--- src/rtl/tcam_ctrl_pkg.sv ---
// Shared definitions for the TCAM request controller: command encodings,
// FSM state type and default geometry.
package tcam_ctrl_pkg;

  localparam int DEF_DATA_W = 16;
  localparam int DEF_ADDR_W = 4;

  typedef enum logic [1:0] {
    OP_LOOKUP = 2'b00,
    OP_INSERT = 2'b01,
    OP_DELETE = 2'b10,
    OP_RSVD   = 2'b11
  } op_e;

  typedef enum logic [1:0] {
    IDLE  = 2'b00,
    PROBE = 2'b01,
    WRITE = 2'b10,
    RESP  = 2'b11
  } state_e;

endpackage

--- src/rtl/tcam_free_finder.sv ---
// Lowest-free-slot finder: priority encoder returning the lowest index whose
// valid bit is clear, plus a flag saying whether any such slot exists.
module tcam_free_finder
  import tcam_ctrl_pkg::*;
#(
  parameter int ADDR_W = DEF_ADDR_W
) (
  input  logic [(1<<ADDR_W)-1:0] valid,
  output logic [ADDR_W-1:0]      free_idx,
  output logic                   any_free
);

  // Scan from the top down so the last hit written is the lowest free index.
  always_comb begin
    free_idx = '0;
    any_free = 1'b0;
    for (int i = (1 << ADDR_W) - 1; i >= 0; i--) begin
      if (!valid[i]) begin
        free_idx = ADDR_W'(i);
        any_free = 1'b1;
      end
    end
  end

endmodule

--- src/rtl/tcam_ctrl.sv ---
// Request controller in front of a ternary CAM. Serialises lookup, insert and
// delete commands, tracks which TCAM entries are valid, and picks the slot
// for each insert (in-place update, lowest free slot, or replacement).
// Optional feature: define TCAM_CTRL_REPLACE_EN to enable round-robin
// replacement when inserting into a full table; otherwise such an insert
// responds with rsp_err.
// Handshakes: a command transfers on a rising edge where req_valid and
// req_ready are both high; a response transfers on an edge where rsp_valid
// and rsp_ready are both high. rsp_* fields are held stable while rsp_valid.
module tcam_ctrl
  import tcam_ctrl_pkg::*;
#(
  parameter int DATA_W = DEF_DATA_W,
  parameter int ADDR_W = DEF_ADDR_W
) (
  input  logic              clk,
  input  logic              resetN,
  input  logic              req_valid,
  output logic              req_ready,
  input  logic [1:0]        req_op,
  input  logic [DATA_W-1:0] req_key,
  input  logic [DATA_W-1:0] req_mask,
  input  logic [ADDR_W-1:0] req_addr,
  output logic              rsp_valid,
  input  logic              rsp_ready,
  output logic              rsp_hit,
  output logic [ADDR_W-1:0] rsp_addr,
  output logic              rsp_err,
  output logic [ADDR_W:0]   occupancy,
  output logic              full,
  output logic [DATA_W-1:0] tcam_data,
  output logic [DATA_W-1:0] tcam_mask,
  output logic              tcam_wr,
  output logic [ADDR_W-1:0] tcam_waddr,
  input  logic              tcam_hit,
  input  logic [ADDR_W-1:0] tcam_addr
);

  localparam int DEPTH = 1 << ADDR_W;

  state_e            state_q, state_d;
  op_e               op_q;
  op_e               req_op_e;
  logic [DATA_W-1:0] key_q, mask_q;
  logic [ADDR_W-1:0] target_q;
  logic              upd_q;
  logic              rsp_hit_q, rsp_err_q;
  logic [ADDR_W-1:0] rsp_addr_q;
  logic [DEPTH-1:0]  valid_q, valid_d;
  logic [ADDR_W:0]   occ_q, occ_d;
  logic              qhit;
  logic [ADDR_W-1:0] free_idx;
  logic              any_free;
`ifdef TCAM_CTRL_REPLACE_EN
  logic [ADDR_W-1:0] victim_q;
`endif

  assign req_op_e = op_e'(req_op);

  // A TCAM hit only counts if the matching entry holds live data.
  assign qhit = tcam_hit && valid_q[tcam_addr];

  tcam_free_finder #(.ADDR_W(ADDR_W)) u_free_finder (
    .valid    (valid_q),
    .free_idx (free_idx),
    .any_free (any_free)
  );

  assign req_ready  = (state_q == IDLE);
  assign rsp_valid  = (state_q == RESP);
  assign tcam_wr    = (state_q == WRITE);
  assign tcam_waddr = target_q;
  assign tcam_data  = key_q;
  assign tcam_mask  = mask_q;
  assign rsp_hit    = rsp_hit_q;
  assign rsp_err    = rsp_err_q;
  assign rsp_addr   = rsp_addr_q;
  assign occupancy  = occ_q;
  assign full       = (occ_q == (ADDR_W+1)'(DEPTH));

  // State register.
  always_ff @(posedge clk or negedge resetN) begin
    if (!resetN) state_q <= IDLE;
    else         state_q <= state_d;
  end

  // Next-state logic.
  always_comb begin
    state_d = state_q;
    case (state_q)
      IDLE: begin
        if (req_valid) begin
          if (req_op_e == OP_LOOKUP || req_op_e == OP_INSERT) state_d = PROBE;
          else                                                state_d = RESP;
        end
      end
      PROBE: begin
        if (op_q == OP_INSERT) begin
`ifdef TCAM_CTRL_REPLACE_EN
          state_d = WRITE;
`else
          state_d = (qhit || any_free) ? WRITE : RESP;
`endif
        end else begin
          state_d = RESP;
        end
      end
      WRITE:   state_d = RESP;
      RESP:    if (rsp_ready) state_d = IDLE;
      default: state_d = IDLE;
    endcase
  end

  // Valid bitmap and its popcount move together so occupancy never lags.
  always_comb begin
    valid_d = valid_q;
    if (state_q == IDLE && req_valid && req_op_e == OP_DELETE) valid_d[req_addr] = 1'b0;
    if (state_q == WRITE) valid_d[target_q] = 1'b1;
    occ_d = '0;
    for (int i = 0; i < DEPTH; i++) occ_d = occ_d + (ADDR_W+1)'(valid_d[i]);
  end

  // Bitmap and occupancy registers.
  always_ff @(posedge clk or negedge resetN) begin
    if (!resetN) begin
      valid_q <= '0;
      occ_q   <= '0;
    end else begin
      valid_q <= valid_d;
      occ_q   <= occ_d;
    end
  end

  // Command latch, slot selection and response fields.
  always_ff @(posedge clk or negedge resetN) begin
    if (!resetN) begin
      op_q       <= OP_LOOKUP;
      key_q      <= '0;
      mask_q     <= '0;
      target_q   <= '0;
      upd_q      <= 1'b0;
      rsp_hit_q  <= 1'b0;
      rsp_err_q  <= 1'b0;
      rsp_addr_q <= '0;
`ifdef TCAM_CTRL_REPLACE_EN
      victim_q   <= '0;
`endif
    end else begin
      case (state_q)
        IDLE: begin
          if (req_valid) begin
            op_q       <= req_op_e;
            key_q      <= req_key;
            mask_q     <= req_mask;
            upd_q      <= 1'b0;
            rsp_hit_q  <= 1'b0;
            rsp_err_q  <= 1'b0;
            rsp_addr_q <= '0;
            if (req_op_e == OP_DELETE) begin
              rsp_hit_q  <= valid_q[req_addr];
              rsp_addr_q <= req_addr;
            end else if (req_op_e == OP_RSVD) begin
              rsp_err_q  <= 1'b1;
            end
          end
        end
        PROBE: begin
          if (op_q == OP_LOOKUP) begin
            rsp_hit_q  <= qhit;
            rsp_addr_q <= qhit ? tcam_addr : '0;
          end else if (qhit) begin
            target_q <= tcam_addr;
            upd_q    <= 1'b1;
          end else if (any_free) begin
            target_q <= free_idx;
            upd_q    <= 1'b0;
          end else begin
`ifdef TCAM_CTRL_REPLACE_EN
            target_q <= victim_q;
            upd_q    <= 1'b0;
            victim_q <= victim_q + 1'b1;
`else
            rsp_err_q <= 1'b1;
`endif
          end
        end
        WRITE: begin
          rsp_hit_q  <= upd_q;
          rsp_addr_q <= target_q;
          rsp_err_q  <= 1'b0;
        end
        default: ;
      endcase
    end
  end

endmodule
--- config.mk ---
export PLATFORM = sky130hd
export DESIGN_NAME = tcam_ctrl
export DESIGN_NICKNAME = d
export VERILOG_FILES = /design/src/rtl/tcam_ctrl_pkg.sv /design/src/rtl/tcam_free_finder.sv /design/src/rtl/tcam_ctrl.sv
export SDC_FILE = /design/constraint.sdc
export NUM_CORES = 1
export LEC_CHECK = 0
export ABC_AREA = 0
export BUFFER_PORTS_ARGS = -buffer_cell sky130_fd_sc_hd__buf_2
export CORE_UTILIZATION = 39
export DETAILED_ROUTE_END_ITERATION = 6
export PLACE_DENSITY_LB_ADDON = 0.2
export SYNTH_ARGS = -nofsm -noshare
export SYNTH_HDL_FRONTEND = slang
export SYNTH_SLANG_ARGS = --single-unit
--- constraint.sdc ---
create_clock -name clk -period 4.1 [get_ports clk]
set_input_delay 0.41 -clock clk [delete_from_list [all_inputs] [get_ports clk]]
set_output_delay 0.41 -clock clk [all_outputs]
set_load 0.05 [all_outputs]
==> impl_metrics.yaml, run 1 <==
status:
  violations: "negative setup slack"
  status: "complete, but fails checks"
logic_synthesis:
  yosysSeqAreaShare: 0.4404
  yosysTopAreaCell: "dfrtp_1"
  synth.distinct_cells: 56
  syn_area_per_cell_um2: 10.98
  synthCells: 352
  synth_top_area_share: 0.4404
  async_flop_share: 1.000
  synth-seq-cells: 68
  ys_warn_count: 0
  synth_edf_count: 0
  synthTopCellsByArea: "dfrtp_1 (44%), mux2_2 (9.9%), fa_1 (5.2%)"
  synth_fp_nets: 419
  synth_area_mm2: 0.003864
  synth_ff_type: "dfrtp_1"
route:
  drt-initial-drc-count: 107
  drt-pass1-iter-count: 4
  detail-route-antenna-nets: 0
  drc: 0
  wire_per_inst_um: 16.29
  vias_per_cell: 5.277
  num_vias: 3256
  routed_wl_um: 10050
critical_path:
  worst_path_largest_cell_delay_ps: 570
  crit_arrival_ps: 4480
  path_buf_inv: 5
  endpoint_kind: "flip-flop"
  slowest_stage: "fa_1"
  path_cells: "inv_2 > ha_4 > nand2_4 > or3_4 > o21ai_2 > o21ai_2 > fa_1 > inv_2 > fa_1 > fa_1 > inv_2 > fa_1 > ha_2 > inv_2 > fa_2 > inv_1"
  critical_path.top_delay_family: "adder cells"
  critical_path_class: "flip-flop to flip-flop"
  critPathMaxFanout: 3
  cp-start-kind: "flip-flop"
  cp_data_required_time_ps: 4350
global_route:
  grt_util_met3: 0.04486
  grt_pass1_wl_um: 16060
  top_usage_layer: "met2"
  use_met1: 0.2563
  grt_util_all_layers: 0.2048
  grt_use_met2: 0.3415
  grt-ovfl-total: 0
  antenna_found_initial: 0
  grt_pass1_vias: 3317
  grt_max_degree: 44
placed_design:
  finalWeightedCongestion: 0.8621
  postPlaceCellArea_mm2: 0.004738
  io_buffers: 97
  dp_hpwl_um: 7712
clocking:
  clock_sinks: 68
  clkTransAtPathRegs_ps: 90
  insertion_delay_ps: 360
  holdBufCountCts: 0
  cts_tree: "done"
  cts_inserted_buffers: 9
  cts-root-buf: "clkbuf_8"
  h-tree-depth: 3
  clk_path_buf_depth: 2
final_layout:
  stdcell_area_mm2: 0.005057
  diodes: 0
  final_nets: 550
  drive_gt1_frac: 0.4611
  fillers: 865
  final_common_cell: "buf_2"
  mostFrequentLayoutCells: "buf_2 (97), dfrtp_1 (68), buf_4 (36)"
  synthToLayoutAreaGrowth_pct: 30.89
floorplan:
  io_pins: 98
  die-height_um: 101.5
  row_count: 35
  die-area_mm2: 0.01031
  initial_utilization: 0.4104
  core_area_mm2: 0.009415
  fp.dieW_um: 101.5
timing:
  tightestPinTransition_ps: 1187
  finalHoldViolations: 0
  fin_skew_ps: 11.01
  fmax_mhz: 236.2
  timing.final.crit_share: 1.032
  slew_violations: 0
  relSlewSlack: 0.2011
  setup_violations: 4
  finalCriticalPeriod_ps: 4233
  setup_ws_ps: -132.9
  rsz0062_at_grt: "yes"
job:
  maxCapViolCount: 0
hold_path:
  min_path_type: "input port to async pin"
## synth_stat cells (all sizes together) (4+ instances only)
cell type,count
o21a,6
clkbuf,10
o21ai,29
mux2i,7
nand4,4
nor3,4
dfrtp,68
mux4,7
a221o,5
nor2b,6
buf,4
a32oi,4
a21oi,12
ha,10
nand2b,6
nand2,18
inv,28
mux2,34
nor2,20
nand3,15
fa,10
## logic make-up (layout without fill, tap and decap cells)
group | after synthesis | after routing | share of synthesized area
buffers and inverters | 42 | 178 | 0.04307
adder cells (fa/ha/maj) | 20 | 20 | 0.08420
flip-flops | 68 | 68 | 0.4404
AO/OA/AOI/OAI | 84 | 84 | 0.1548
multiplexers | 48 | 48 | 0.1580
AND/OR/NAND/NOR | 88 | 88 | 0.1150
XOR/XNOR | 2 | 2 | 0.004535
## path summary, 6_finish.rpt
check                        startpoint             to  slack (ps)  cells past startpoint
setup / recovery             state_q[1]   occupancy[1]        -130                     16
hold / removal                   resetN  tcam_waddr[3]         190                      1
setup reg to reg             state_q[1]   occupancy[1]        -130                     16
hold reg to reg            tcam_mask[2]   tcam_mask[2]         500                      1
max in group asynchronous        resetN     valid_q[6]        2990                      2
min in group clk            req_mask[7]   tcam_mask[7]         280                      2
## area by class of cell
cell class,count,area (um2),share of cell area
clock buffers,9,123.9,0.02449
clock inverters,7,81.33,0.01608
inverters,28,105.1,0.02078
multi-input cells,242,2117,0.4186
flip-flops and latches,68,1702,0.3365
well taps,129,161.4,0.03191
repair buffers,134,767.0,0.1517
## through the flow
step	hold slack, ps	util	std cells	setup slack, ps	TNS [ps]
4_1_cts	218.5	0.5317	614	-117.2	-294.6
2_1_floorplan	114.4	-	352	-198.1	-578.9
5_1_grt	263.0	0.5371	617	-311.5	-1075
3_5_place_dp	489.2	0.5033	594	-256.8	-770.1
3_3_place_gp	481.9	0.5033	594	-196.6	-572.9
6_report	188.6	0.5371	617	-132.9	-419.5
## metal layers
layer	wire length (um)	vias to the layer above
met4	171	0
met2	5054	112
li1	-	1538
met5	0	-
met3	529	18
met1	4298	1588
## sequential cells by signal (all words and copies together), names as in the netlist
name        cells
tcam_data      16
tcam_mask      16
valid_q        16
occupancy       5
rsp_addr        4
tcam_waddr      4
op_q            2
state_q         2
rsp_err         1
rsp_hit         1
upd_q           1
## timing repair
action                     CTS  global route
setup endpoints to repair    4             4
setup buffers                4             3
resized for setup           10            10
pin swaps                    5             5
## worst register-to-register path, cell delays in order, from the launching register on
cell,delay (ps)
dfrtp_1,390
inv_2,80
ha_4,150
nand2_4,50
or3_4,360
o21ai_2,140
o21ai_2,80
fa_1,570
inv_2,40
fa_1,470
fa_1,510
inv_2,40
fa_1,490
ha_2,190
inv_2,40
fa_2,500
inv_1,30
Power of run 1 is left out: the tool's default activity adds up to more than one toggle a clock period on the data nets, which glitch-free logic cannot reach.
==> run 2, diff against run 1 <==
--- a/config.mk
+++ b/config.mk
@@ -5,7 +5,7 @@
 export SDC_FILE = /design/constraint.sdc
 export NUM_CORES = 1
 export LEC_CHECK = 0
-export ABC_AREA = 0
+export ABC_AREA = 1
 export BUFFER_PORTS_ARGS = -buffer_cell sky130_fd_sc_hd__buf_2
 export CORE_UTILIZATION = 39
 export DETAILED_ROUTE_END_ITERATION = 6
==> impl_metrics.yaml, run 2 <==
status:
  status: "complete, but fails checks"
  violations: "negative setup slack"
clocking:
  cts-root-buf: "clkbuf_8"
  clkTransAtPathRegs_ps: 90
  cts_tree: "done"
  holdBufCountCts: 0
  cts_inserted_buffers: 9
  clk_path_buf_depth: 2
  clock_sinks: 68
  insertion_delay_ps: 340
  h-tree-depth: 3
power:
  totalPowerFinal_mw: 5.185
  power.density_mw_per_mm2: 1034
  p_leak_nw: 2.732
  vdd_ir_drop_max_v: 0.0008834
logic_synthesis:
  ys_top_cells_by_count: "nand2_1 (162), dfrtp_1 (68), inv_1 (66)"
  synth_area_mm2: 0.003795
  yosysTopAreaCell: "dfrtp_1"
  synth_fp_nets: 549
  async_flop_share: 1.000
  synth_edf_count: 0
  synth-seq-cells: 68
  yosysSeqAreaShare: 0.4484
  synthCells: 482
  syn_area_per_cell_um2: 7.873
  synth_ff_type: "dfrtp_1"
  synthTopCellsByArea: "dfrtp_1 (45%), nand2_1 (16%), inv_1 (6.5%)"
  synth.distinct_cells: 37
  ys_warn_count: 0
  yosysMostFrequentCell: "nand2_1"
  synth_top_area_share: 0.4484
critical_path:
  reg2reg_depth: 19
  r2r-start: "state_q[1]"
  cp-start-kind: "flip-flop"
  cp_num_cells: 19
  critical_path.top_delay_family: "adder cells"
  r2r-end: "occupancy[1]"
  r2r_slack_ps: -210
  worst_path_largest_cell_delay_ps: 580
  crit_arrival_ps: 4550
  endpoint_kind: "flip-flop"
  path_buf_inv: 7
  path_cells: "inv_2 > ha_4 > nand2_4 > inv_4 > nand2_4 > nor2_4 > inv_4 > nor3_1 > o22ai_1 > fa_1 > inv_2 > fa_1 > fa_1 > inv_1 > fa_1 > ha_2 > inv_2 > fa_2 > inv_2"
  startpoint: "state_q[1]"
  endpoint: "occupancy[1]"
  cp_data_required_time_ps: 4340
  critPathMaxFanout: 7
  critical_path_class: "flip-flop to flip-flop"
  slowest_stage: "fa_1"
global_route:
  grt_util_all_layers: 0.2299
  grt_max_degree: 36
  grt_pass1_vias: 3535
  antenna_found_initial: 0
  grt_pass1_wl_um: 17650
  grt-ovfl-total: 0
final_layout:
  final_common_cell: "nand2_1"
  fillers: 899
  drive_gt1_frac: 0.3005
  diodes: 0
  stdcell_area_mm2: 0.005012
  mostFrequentLayoutCells: "nand2_1 (161), buf_2 (97), dfrtp_1 (68)"
  final_nets: 691
  synthToLayoutAreaGrowth_pct: 32.08
  fin_cells: 758
placed_design:
  dp_hpwl_um: 8551
  finalWeightedCongestion: 0.9040
  postPlaceCellArea_mm2: 0.004705
  place_ws_ps: -228.2
  io_buffers: 97
  dp_cells: 734
route:
  vias_per_cell: 4.927
  drt-pass1-iter-count: 7
  routed_wl_um: 10970
  wire_per_inst_um: 14.48
  drc: 0
  detail-route-antenna-nets: 0
  num_vias: 3735
  drt-initial-drc-count: 212
floorplan:
  fp.dieW_um: 100.6
  io_pins: 98
  die-area_mm2: 0.01013
  die-height_um: 100.6
  core_area_mm2: 0.009328
  initial_utilization: 0.4068
  row_count: 35
timing:
  slew_violations: 0
  fin_skew_ps: 9.166
  relSlewSlack: 0.4833
  hold_slack_ps: 140.7
  timing.final.crit_share: 1.052
  fmax_mhz: 231.8
  finalHoldViolations: 0
  tightestPinTransition_ps: 775.0
  finalCriticalPeriod_ps: 4315
  setup_ws_ps: -214.7
  rsz0062_at_grt: "yes"
  setup_violations: 4
job:
  maxCapViolCount: 0
hold_path:
  min_path_type: "input port to async pin"
==> run 2: cell types whose count changed after synthesis, sizes merged, moves of 6 or more <==
cell / delta
mux2: -34
nand2b: -6
nand3: +9
nor2: +15
nand2: +148
nor2b: -6
o21ai: +7
mux2i: -7
mux4: -7
o21a: -6
inv: +42
==> run 2: cells by family after synthesis <==
kind of cell | Yosys count | share of synthesized area
adder cells (fa/ha/maj) | 20 | 0.08572
AND/OR/NAND/NOR | 238 | 0.2608
flip-flops | 68 | 0.4484
buffers and inverters | 79 | 0.08111
AO/OA/AOI/OAI | 75 | 0.1194
XOR/XNOR | 2 | 0.004617
==> run 2: per-layer routing <==
layer,vias up,track usage,share of wire
met2,149,0.3709,0.46
met1,1732,0.3153,0.46
met3,27,0.03467,0.055
met5,-,0,0
met4,0,0.08250,0.024
li1,1827,-,-
==> run 2: how the worst min path moves through the flow <==
stage                              end  cells past startpoint
final                     tcam_mask[1]                      1
after detailed placement  tcam_data[9]                      2
after CTS                 tcam_data[7]                      1
after global routing      tcam_data[7]                      1
after global placement    tcam_mask[5]                      2
after floorplan           occupancy[0]                      0
==> run 2: worst reg2reg max path: cells and delay by family (launching register included) <==
family	cells	cell delay, ps
adders and majority gates	7	2930
DFF	1	390
buffers and inverters	7	390
and+or+nand+nor	4	380
AOI/OAI and AO/OA	1	140
==> run 2: area by class of cell <==
type / count / area, um2 / share of cell area
sequential: 68 / 1702 / 0.3395
timing repair buffer: 140 / 808.3 / 0.1613
inverter: 70 / 267.8 / 0.05342
clock buffer: 9 / 123.9 / 0.02471
tap: 129 / 161.4 / 0.03220
multi-input combinational: 335 / 1851 / 0.3692
clock inverter: 7 / 98.84 / 0.01972
==> run 2: timing repair <==
| item | CTS | global route |
|---|---|---|
| setup buffers | 4 | 4 |
| resized for setup | 7 | 2 |
| pin swaps | 4 | 3 |
| endpoints found under the setup margin | 4 | 4 |
==> run 2: power by group <==
part,internal [mW],switching (mW)
clock,0.346,0.278
combinational,1.15,2.20
sequential,0.993,0.213
total,2.49,2.69
==> run 2: stage by stage <==
step / TNS (ps) / util
floorplan: -638.5 / -
global placement: -250.1 / 0.5044
detailed placement: -580.1 / 0.5044
CTS: -511.5 / 0.5339
global route: -1184 / 0.5374
finish: -510.0 / 0.5374
Note: power is estimated with default switching activity, not from simulation.
==> run 3, diff against run 2 <==
--- a/config.mk
+++ b/config.mk
@@ -10,6 +10,7 @@
 export CORE_UTILIZATION = 39
 export DETAILED_ROUTE_END_ITERATION = 6
 export PLACE_DENSITY_LB_ADDON = 0.2
+export RECOVER_POWER = 25
 export SYNTH_ARGS = -nofsm -noshare
 export SYNTH_HDL_FRONTEND = slang
 export SYNTH_SLANG_ARGS = --single-unit
==> impl_metrics.yaml, run 3 (same netlist as run 2, synthesis figures left out) <==
clocking:
  clock_sinks: 68
  h-tree-depth: 3
  clk_path_buf_depth: 2
  cts_tree: "done"
  cts-root-buf: "clkbuf_8"
  cts_inserted_buffers: 9
  holdBufCountCts: 0
  insertion_delay_ps: 340
  clkTransAtPathRegs_ps: 90
final_layout:
  final_nets: 691
  ff_latch_area_mm2: 0.001702
  synthToLayoutAreaGrowth_pct: 31.95
  final_common_cell: "nand2_1"
  fin_cells: 758
  fillers: 902
  multi_input_area_mm2: 0.001851
  mostFrequentLayoutCells: "nand2_1 (161), buf_2 (96), dfrtp_1 (68)"
  drive_gt1_frac: 0.2973
  diodes: 0
route:
  vias_per_cell: 4.931
  drt-initial-drc-count: 212
  routed_wl_um: 11010
  num_vias: 3738
  drc: 0
  drt-pass1-iter-count: 5
  wire_per_inst_um: 14.53
  detail-route-antenna-nets: 0
timing:
  fin_skew_ps: 9.178
  fmax_mhz: 231.8
  hold_slack_ps: 255.3
  relSlewSlack: -0.2589
  slew_violations: 71
  timing.final.crit_share: 1.052
  finalCriticalPeriod_ps: 4314
  finalHoldViolations: 0
  setup_ws_ps: -214.0
  rsz0062_at_grt: "yes"
  setup_violations: 4
  tightestPinTransition_ps: 1888
placed_design:
  dp_cells: 734
  io_buffers: 97
  finalWeightedCongestion: 0.9040
  dp_hpwl_um: 8551
power:
  vdd_ir_drop_max_v: 0.0008834
  power.density_mw_per_mm2: 1035
  p_leak_nw: 2.726
critical_path:
  r2r-end: "occupancy[1]"
  cp-start-kind: "flip-flop"
  slowest_stage: "fa_1"
  crit_arrival_ps: 4550
  cp_data_required_time_ps: 4340
  r2r-start: "state_q[1]"
  worst_path_largest_cell_delay_ps: 580
  critPathMaxFanout: 7
  path_cells: "inv_2 > ha_4 > nand2_4 > inv_4 > nand2_4 > nor2_4 > inv_4 > nor3_1 > o22ai_1 > fa_1 > inv_2 > fa_1 > fa_1 > inv_1 > fa_1 > ha_2 > inv_2 > fa_2 > inv_2"
  endpoint_kind: "flip-flop"
  critical_path_class: "flip-flop to flip-flop"
  r2r_slack_ps: -210
  reg2reg_depth: 19
hold_path:
  min_path_type: "input port to flip-flop"
  hold_end: "tcam_mask[8]"
  min_from: "req_mask[8]"
  min_path_cells: 3
global_route:
  grt_pass1_vias: 3535
  grt_util_all_layers: 0.2299
  grt-ovfl-total: 0
  grt_pass1_wl_um: 17650
  grt_max_degree: 36
  antenna_found_initial: 0
floorplan:
  die-area_mm2: 0.01013
  core_area_mm2: 0.009328
  io_pins: 98
  fp.dieW_um: 100.6
  row_count: 35
  initial_utilization: 0.4068
  die-height_um: 100.6
status:
  violations: "max-capacitance violations, max-slew violations, negative setup slack"
  status: "complete, but fails checks"
job:
  maxCapViolCount: 2
[run 3: cell types whose count changed in the layout (fill, tap and decap cells not counted), sizes merged]
cell | previous run | this run
buf | 140 | 138
clkbuf | 9 | 11
[run 3: power breakdown]
group / total (mW) / leakage [nW] / switching (mW) / internal [mW]
Clock: 0.624 / 0.110 / 0.279 / 0.346
Combinational: 3.35 / 1.83 / 2.20 / 1.15
Sequential: 1.21 / 0.790 / 0.213 / 0.993
Total: 5.18 / 2.73 / 2.69 / 2.49
[run 3: stage by stage]
stage               utilization  power [mW]  instance area (um2)  setup WS (ps)  TNS (ps)
floorplan                     -       3.565                 3840         -265.1    -638.5
global route             0.5368       5.619                 5007         -367.9     -1184
global placement         0.5044       4.388                 4705         -141.0    -250.1
detailed placement       0.5044       4.441                 4705         -228.2    -580.1
finish                   0.5368       5.185                 5007         -214.0    -507.1
CTS                      0.5339       5.177                 4980         -210.9    -511.5
[run 3: area by class of cell]
cell class | count | share of cell area
Multi-Input combinational cell | 335 | 0.3696
Sequential cell | 68 | 0.3398
Timing Repair Buffer | 140 | 0.1604
Inverter | 70 | 0.05347
Tap cell | 129 | 0.03223
Clock buffer | 9 | 0.02474
Clock inverter | 7 | 0.01974
[run 3: per-layer routing]
metal  up-vias  GRT usage  wire (um)
li1       1829          -          -
met2       145     0.3709       5114
met4         0    0.08250        236
met5         -          0          0
met1      1743     0.3153       5022
met3        21    0.03467        640
[run 3: worst max path at each step]
stage | startpoint | to | slack (ps) | depth (start not counted)
2_1_floorplan | state_q[0] | occupancy[1] | -270 | 21
3_3_place_gp | state_q[1] | occupancy[1] | -140 | 19
3_5_place_dp | state_q[0] | occupancy[1] | -230 | 19
4_1_cts | state_q[0] | occupancy[1] | -210 | 19
5_1_grt | state_q[1] | occupancy[1] | -370 | 21
6_report | state_q[1] | occupancy[1] | -210 | 19
[run 3: repair_timing]
action                     CTS  global route
setup buffers                4             4
resized for setup            7             2
setup endpoints to repair    4             4
gates cloned                 0             0
pin swaps                    4             3
[run 3: critical path: cells and delay by family (launching register included)]
family / cells / cell delay (ps)
fa+ha+maj: 7 / 2920
flops: 1 / 390
buf+inv: 7 / 390
simple gates: 4 / 380
compound gates: 1 / 140
